[src/rtl/serial_fs_comparator.sv]
// Bit-serial unsigned magnitude comparator: one full-subtractor cell plus a registered borrow,
// processing operands LSB-first and reporting gt/eq/lt and the full difference on completion.
module serial_fs_comparator #(
   parameter int unsigned WIDTH = 8
) (
   input  logic             clk,
   input  logic             rst_n,
   input  logic             start,
   input  logic [WIDTH-1:0] A,
   input  logic [WIDTH-1:0] B,
   output logic             busy,
   output logic             done,
   output logic             gt,
   output logic             eq,
   output logic             lt,
   output logic [WIDTH-1:0] diff
);

   localparam int unsigned CW = $clog2(WIDTH) + 1;

   typedef enum logic [1:0] {
      S_IDLE  = 2'd0,
      S_SHIFT = 2'd1,
      S_DONE  = 2'd2
   } state_t;

   state_t           state;
   state_t           state_next;

   logic [WIDTH-1:0] sa;
   logic [WIDTH-1:0] sb;
   logic [WIDTH-1:0] dreg;
   logic             borrow;
   logic             nonzero;
   logic [CW-1:0]    cnt;

   logic             load_c;
   logic             shift_c;
   logic             last_c;
   logic             bit_a_c;
   logic             bit_b_c;
   logic             d_c;
   logic             bout_c;
   logic             nz_c;
   logic [WIDTH-1:0] diff_shift_c;

   // Single full-subtractor cell on the current LSBs and the registered borrow
   always_comb begin
      bit_a_c      = sa[0];
      bit_b_c      = sb[0];
      d_c          = bit_a_c ^ bit_b_c ^ borrow;
      bout_c       = (~bit_a_c & bit_b_c) | (~bit_a_c & borrow) | (bit_b_c & borrow);
      nz_c         = nonzero | d_c;
      diff_shift_c = {d_c, dreg[WIDTH-1:1]};
   end

   always_ff @(posedge clk or negedge rst_n) begin
      if (!rst_n) begin
         state <= S_IDLE;
      end else begin
         state <= state_next;
      end
   end

   // Next-state and per-cycle datapath controls
   always_comb begin
      state_next = state;
      load_c     = 1'b0;
      shift_c    = 1'b0;
      last_c     = 1'b0;
      case (state)
         S_IDLE: begin
            if (start) begin
               load_c     = 1'b1;
               state_next = S_SHIFT;
            end
         end
         S_SHIFT: begin
            shift_c = 1'b1;
            if (cnt == CW'(WIDTH - 1)) begin
               last_c     = 1'b1;
               state_next = S_DONE;
            end
         end
         S_DONE: begin
            state_next = S_IDLE;
         end
         default: begin
            state_next = S_IDLE;
         end
      endcase
   end

   // Status flags registered from the next state so they track the state register exactly
   always_ff @(posedge clk or negedge rst_n) begin
      if (!rst_n) begin
         busy <= 1'b0;
         done <= 1'b0;
      end else begin
         busy <= (state_next == S_SHIFT);
         done <= (state_next == S_DONE);
      end
   end

   always_ff @(posedge clk or negedge rst_n) begin
      if (!rst_n) begin
         sa      <= '0;
         sb      <= '0;
         dreg    <= '0;
         borrow  <= 1'b0;
         nonzero <= 1'b0;
         cnt     <= '0;
      end else if (load_c) begin
         sa      <= A;
         sb      <= B;
         dreg    <= '0;
         borrow  <= 1'b0;
         nonzero <= 1'b0;
         cnt     <= '0;
      end else if (shift_c) begin
         sa      <= sa >> 1;
         sb      <= sb >> 1;
         dreg    <= diff_shift_c;
         borrow  <= bout_c;
         nonzero <= nz_c;
         cnt     <= cnt + CW'(1);
      end
   end

   // Results only update on the final bit, so they hold through the next operation
   always_ff @(posedge clk or negedge rst_n) begin
      if (!rst_n) begin
         diff <= '0;
         gt   <= 1'b0;
         eq   <= 1'b0;
         lt   <= 1'b0;
      end else if (last_c) begin
         diff <= diff_shift_c;
         lt   <= bout_c;
         eq   <= ~nz_c;
         gt   <= ~bout_c & nz_c;
      end
   end

endmodule
[config.mk]
export PLATFORM = sky130hd
export DESIGN_NAME = serial_fs_comparator
export DESIGN_NICKNAME = d
export VERILOG_FILES = /design/src/rtl/serial_fs_comparator.sv
export SDC_FILE = /design/constraint.sdc
export NUM_CORES = 1
export LEC_CHECK = 0
export ABC_AREA = 1
export ABC_CLOCK_PERIOD_IN_PS = 1700
export CORE_MARGIN = 1.5
export CORE_UTILIZATION = 40
export DETAILED_ROUTE_END_ITERATION = 8
export GPL_TIMING_DRIVEN = 1
export PLACE_DENSITY = 0.65
export SYNTH_ARGS = -nofsm -noshare
export SYNTH_HDL_FRONTEND = slang
export SYNTH_SLANG_ARGS = --single-unit
[constraint.sdc]
create_clock -name clk -period 1.7 [get_ports clk]
set_input_delay 0.255 -clock clk [delete_from_list [all_inputs] [get_ports clk]]
set_output_delay 0.255 -clock clk [all_outputs]
set_load 0.05 [all_outputs]
==> flow_summary.yaml, run 1 <==
grt:
  overflow: 0
  grt_pass1_vias: 1340
  grt_pass1_wl_um: 6220
  antenna_found_initial: 0
  busiest_layer: "met2"
  grt_max_degree: 26
  met1_usage_pct: 21.8
  grt_use_total_pct: 15.3
  grt_util_met3_pct: 5.00
  use_met2_pct: 22.5
setup_path:
  crit_path_start_kind: "flip-flop"
  reg2reg_slack_ns: 0.26
  worst_r2r_path_depth: 7
  r2r-start: "sa[0]"
  crit_type: "flip-flop to flip-flop"
  worstPathArrival_ns: 1.63
  reg2reg_to: "gt"
  endpoint_kind: "flip-flop"
  critPathMaxFanout: 3
  critPathRequiredTime_ns: 1.89
cts:
  clkTransAtPathRegs_ns: 0.08
  holdBufCountCts: 1
  cts_tree: "built"
  cts-htree-levels: 2
  cts.sinks: 44
  cts_setup_buffers: 0
  cts-resized-gates: 0
  numCtsBuffers: 5
  cts_max_path_buffers: 2
  root_buffer: "clkbuf_8"
  clkLatencyLatePin_ns: 0.29
power:
  peakVddDrop_mv: 0.580
  power-per-cell-area_nw_per_um2: 1840
  leakagePower_nw: 1.17
  power.total_mw: 4.27
final_layout:
  n_antenna_cell: 0
  final_util_pct: 49.4
  drive_gt1_share_pct: 15.2
  nets: 265
  ff_latch_area_um2: 1100
  fill_cells: 445
  area_growth_syn_to_layout_pct: 20.1
  multi_input_comb_area_um2: 717
route:
  dr_total_vias: 1444
  wl_per_cell_um: 12.0
  drc_errors: 0
  dr.pass1.iters: 5
  vias_per_cell: 4.85
  drt-initial-drc-count: 82
  drtAntennaViolNets: 0
  routed_wl_um: 3580
job:
  max_cap_viol_count: 0
placed_design:
  pre_cts_ws_ns: 0.254
  gp_congestion: 0.719
  post-dp-hpwl_um: 2380
  port_buffers: 31
hold_path:
  hold_class: "input pin to asynchronous set/reset pin"
sta:
  setup_violations: 0
  skew_ns: 0.00595
  fmax_mhz: 694
  setup_ws_ns: 0.259
  hold_violations: 0
  slew-limit-headroom_pct: 68.9
  finalSetupTns_ns: 0
  worst_pin_slew_ns: 0.466
  post-route-period-util_pct: 84.8
  drv_slew: 0
  rsz0062_at_grt: "no"
  min_period_ns: 1.44
synthesis:
  yosys_warnings: 0
  syn_area_um2: 1930
  synth_area_per_cell_um2: 9.23
  synth.distinct_cells: 21
  syn-instance-count: 209
  ys_seq_area_share_pct: 57.1
  syn-num-nets: 230
  ys_ff_latch: 44
floorplanning:
  die_y_um: 72.5
  coreArea_um2: 4690
  start_util_pct: 41.1
  die_area_um2: 5250
  die_x_um: 72.5
  io_pins: 32
  placementRows: 25
outcome:
  status: "complete, no violations"
-- cells in the mapped netlist, drive strengths merged --
cell type	n	area (µm²)
nand4	1	6.26
ha	1	12.5
nor2	7	52.6
dfrtp	44	1100
inv	5	21.3
clkbuf	2	27.5
o21ai	7	46.3
nand2	101	399
fa	1	20.0
nand3	33	180
buf	7	62.6
-- final cells by class --
class / instances / area share, %
clock buffers: 6 / 3.13
clock inverters: 1 / 0.216
inverters: 5 / 0.918
multi-input cells: 151 / 30.9
flip-flops and latches: 44 / 47.5
well taps: 54 / 2.92
repair buffers: 37 / 14.4
-- metrics by stage --
step / instance area [µm²] / std cells / hold WS [ns]
global placement: 2230 / 290 / 0.234
CTS: 2320 / 298 / 0.450
detailed placement: 2230 / 290 / 0.236
floorplan: 1930 / 209 / -0.0406
finish: 2320 / 298 / 0.450
global route: 2320 / 298 / 0.485
-- placed cells by master, fill, tap and decap left out --
master and instances:
nand4_1 1, o21ai_0 6, nor2_4 1, buf_2 1, nand3_2 3, buf_12 1
dlygate4sd3_1 1, nor2_2 1, buf_4 17, clkinv_2 1, nor2_1 4, inv_1 4
nand3_1 30, ha_1 1, nand2_1 97, nor2_8 1, inv_4 1, o21ai_4 1
clkbuf_8 5, fa_1 1, nand2_2 2, clkdlybuf4s50_1 17, clkbuf_1 1, dfrtp_1 44
nand2_4 2
-- layer usage --
| metal | vias up | wire (µm) |
|---|---|---|
| met1 | 656 | 1780 |
| met5 | - | 0 |
| met2 | 52 | 1560 |
| met3 | 2 | 229 |
| li1 | 734 | - |
| met4 | 0 | 17 |
-- flip-flops by register name (all words and copies together) (netlist names), 2 cells and up --
register and cells:
diff 8, sa 8, sb 8, dreg 7, cnt 4, state 2
-- cell families after synthesis --
logic type | share of synthesized area (%)
compound gates | 2.40
fa+ha+maj | 1.69
buf+inv | 5.77
flops | 57.1
simple gates | 33.1
-- how the worst max path moves through the flow --
stage	endpoint	start	cells after the start	slack [ns]
after floorplan	gt	sa[0]	7	0.36
after global placement	gt	sa[0]	7	0.27
after detailed placement	gt	sa[0]	7	0.25
after CTS	gt	sa[0]	7	0.24
after global routing	gt	sa[0]	7	0.14
final	gt	sa[0]	7	0.26
-- report_power, final --
part / switching, mW / total, mW / leakage [nW] / internal [mW]
sequential: 0.302 / 1.79 / 0.556 / 1.49
clock: 0.333 / 0.613 / 0.0410 / 0.280
combinational: 1.24 / 1.87 / 0.572 / 0.624
total: 1.88 / 4.27 / 1.17 / 2.39
-- critical path, cell delays in order, from the launching register on --
cell and delay (ns):
dfrtp_1 0.36, inv_1 0.06, fa_1 0.55, inv_1 0.06
nor2_1 0.15, nor2_1 0.06, nand2_1 0.06, nand2_1 0.04
(Power assumes the default switching activity.)
==> run 2: changes to the inputs <==
--- a/config.mk
+++ b/config.mk
@@ -6,7 +6,7 @@
 export NUM_CORES = 1
 export LEC_CHECK = 0
 export ABC_AREA = 1
-export ABC_CLOCK_PERIOD_IN_PS = 1700
+export ABC_CLOCK_PERIOD_IN_PS = 1350
 export CORE_MARGIN = 1.5
 export CORE_UTILIZATION = 40
 export DETAILED_ROUTE_END_ITERATION = 8
==> constraint.sdc (replaced) <==
create_clock -name clk -period 1.35 [get_ports clk]
set_input_delay 0.2025 -clock clk [delete_from_list [all_inputs] [get_ports clk]]
set_output_delay 0.2025 -clock clk [all_outputs]
set_load 0.05 [all_outputs]
==> flow_summary.yaml, run 2 (synthesized netlist as in run 1, its figures left out) <==
outcome:
  violations: "setup timing"
  status: "complete, but fails checks"
floorplanning:
  die_y_um: 72.5
  die_x_um: 72.5
  io_pins: 32
  placementRows: 25
  die_area_um2: 5250
  start_util_pct: 41.1
  coreArea_um2: 4690
route:
  routed_wl_um: 3580
  dr.pass1.iters: 6
  vias_per_cell: 4.87
  wl_per_cell_um: 11.7
  drt-initial-drc-count: 76
  drc_errors: 0
  drtAntennaViolNets: 0
  dr_total_vias: 1484
final_layout:
  drive_gt1_share_pct: 19.5
  nets: 271
  n_antenna_cell: 0
  final_area_um2: 2580
  final_cell_mix: "nand2_1, dfrtp_1, nand3_1"
  fill_cells: 427
  top_regs: "diff (8), sa (8), sb (8)"
  area_growth_syn_to_layout_pct: 33.7
  layout_commonest_cell: "nand2_1"
  final_util_pct: 55.0
cts:
  clkLatencyLatePin_ns: 0.29
  root_buffer: "clkbuf_8"
  cts_max_path_buffers: 2
  cts-htree-levels: 2
  cts.sinks: 44
  numCtsBuffers: 5
  clkTransAtPathRegs_ns: 0.08
  cts_tree: "built"
power:
  power-per-cell-area_nw_per_um2: 2430
  leakagePower_nw: 1.27
  peakVddDrop_mv: 0.801
setup_path:
  worstPathArrival_ns: 1.56
  cpMaxStageDelayCell: "fa_1"
  critical_path.top_delay_family: "adder cells"
  reg2reg_slack_ns: -0.02
  crit_type: "flip-flop to flip-flop"
  critPathRequiredTime_ns: 1.54
  critPathMaxFanout: 3
  endpoint_kind: "flip-flop"
  r2r-start: "sa[0]"
  critical_path.max_stage_delay_ns: 0.56
  reg2reg_to: "gt"
  path_cells: "inv_2, fa_1, inv_2, nor2_4, nor2_1, nand2_1, nand2_1"
  path_buf_inv: 2
  worst_r2r_path_depth: 7
  crit_path_start_kind: "flip-flop"
sta:
  hold_violations: 0
  min_period_ns: 1.37
  post-route-period-util_pct: 101
  worst_pin_slew_ns: 0.244
  fmax_mhz: 730
  rsz0062_at_grt: "yes"
  skew_ns: 0.00499
  slew-limit-headroom_pct: 83.7
  hold_ws_ns: 0.401
  setup_violations: 2
  drv_slew: 0
  setup_ws_ns: -0.0202
placed_design:
  gp_congestion: 0.737
  placed_area_um2: 2440
  post-dp-hpwl_um: 2320
  port_buffers: 31
grt:
  grt_use_total_pct: 15.4
  antenna_found_initial: 0
  grt_pass1_vias: 1401
  grt_max_degree: 45
  grt_pass1_wl_um: 6190
  overflow: 0
hold_path:
  hold_class: "input pin to asynchronous set/reset pin"
job:
  max_cap_viol_count: 0
[run 2: cell types whose count changed in the layout (fill, tap and decap cells not counted), sizes merged]
cell    delta
clkinv     +1
nor2       +1
buf        +5
[run 2: worst max path at each step]
stage	from	end	slack [ns]	cells after the start
final	sa[0]	gt	-0.02	7
after global routing	sa[0]	gt	-0.08	7
after global placement	sa[0]	gt	-0.02	7
after detailed placement	sa[0]	gt	-0.07	7
after floorplan	sa[0]	gt	0.01	7
after CTS	sa[0]	gt	-0.03	7
[run 2: cell type report]
type / count / area (µm²) / area share (%)
flip-flops and latches: 44 / 1100 / 42.7
multi-input cells: 152 / 738 / 28.6
repair buffers: 42 / 558 / 21.6
clock buffers: 6 / 82.6 / 3.20
well taps: 54 / 67.6 / 2.62
inverters: 5 / 21.3 / 0.825
clock inverters: 2 / 10.0 / 0.388
[run 2: worst register-to-register path, delay by kind of cell (launching register included)]
family | cells | cell delay [ns]
flip-flops | 1 | 0.37
adder cells (fa/ha/maj) | 1 | 0.56
AND/OR/NAND/NOR | 4 | 0.24
buffers and inverters | 2 | 0.11
[run 2: routing by layer]
metal | wire, µm | share of wire [%] | GRT usage, % | up-vias
met5 | 0 | 0 | 0 | -
met4 | 68 | 1.9 | 6.92 | 0
met3 | 173 | 4.8 | 3.33 | 7
met2 | 1580 | 44 | 24.9 | 46
met1 | 1750 | 49 | 19.9 | 683
li1 | - | - | - | 748
[run 2: where the power goes]
| group | total [mW] | internal, mW | switching, mW |
|---|---|---|---|
| clock network | 0.845 | 0.409 | 0.436 |
| registers | 2.35 | 1.88 | 0.469 |
| logic | 3.06 | 1.39 | 1.67 |
| total | 6.25 | 3.67 | 2.58 |
[run 2: timing repair]
| action | 4_1_cts | 5_1_grt |
|---|---|---|
| setup endpoints to repair | 4 | 12 |
| gates cloned | 0 | 1 |
| resized for setup | 5 | 1 |
| buffers inserted | 0 | 2 |
| hold buffers | 1 | 0 |
| pin swaps | 0 | 1 |
| endpoints found under the hold margin | 44 | 0 |
[run 2: stage by stage]
step	cells	TNS (ns)	power (mW)	worst slack (ns)
6_report	305	-0.0326	6.25	-0.0202
5_1_grt	305	-0.166	6.68	-0.0799
3_3_place_gp	293	-0.0197	5.29	-0.0197
4_1_cts	302	-0.0419	6.27	-0.0277
2_1_floorplan	209	0	4.06	0.00988
3_5_place_dp	293	-0.0821	5.35	-0.0718
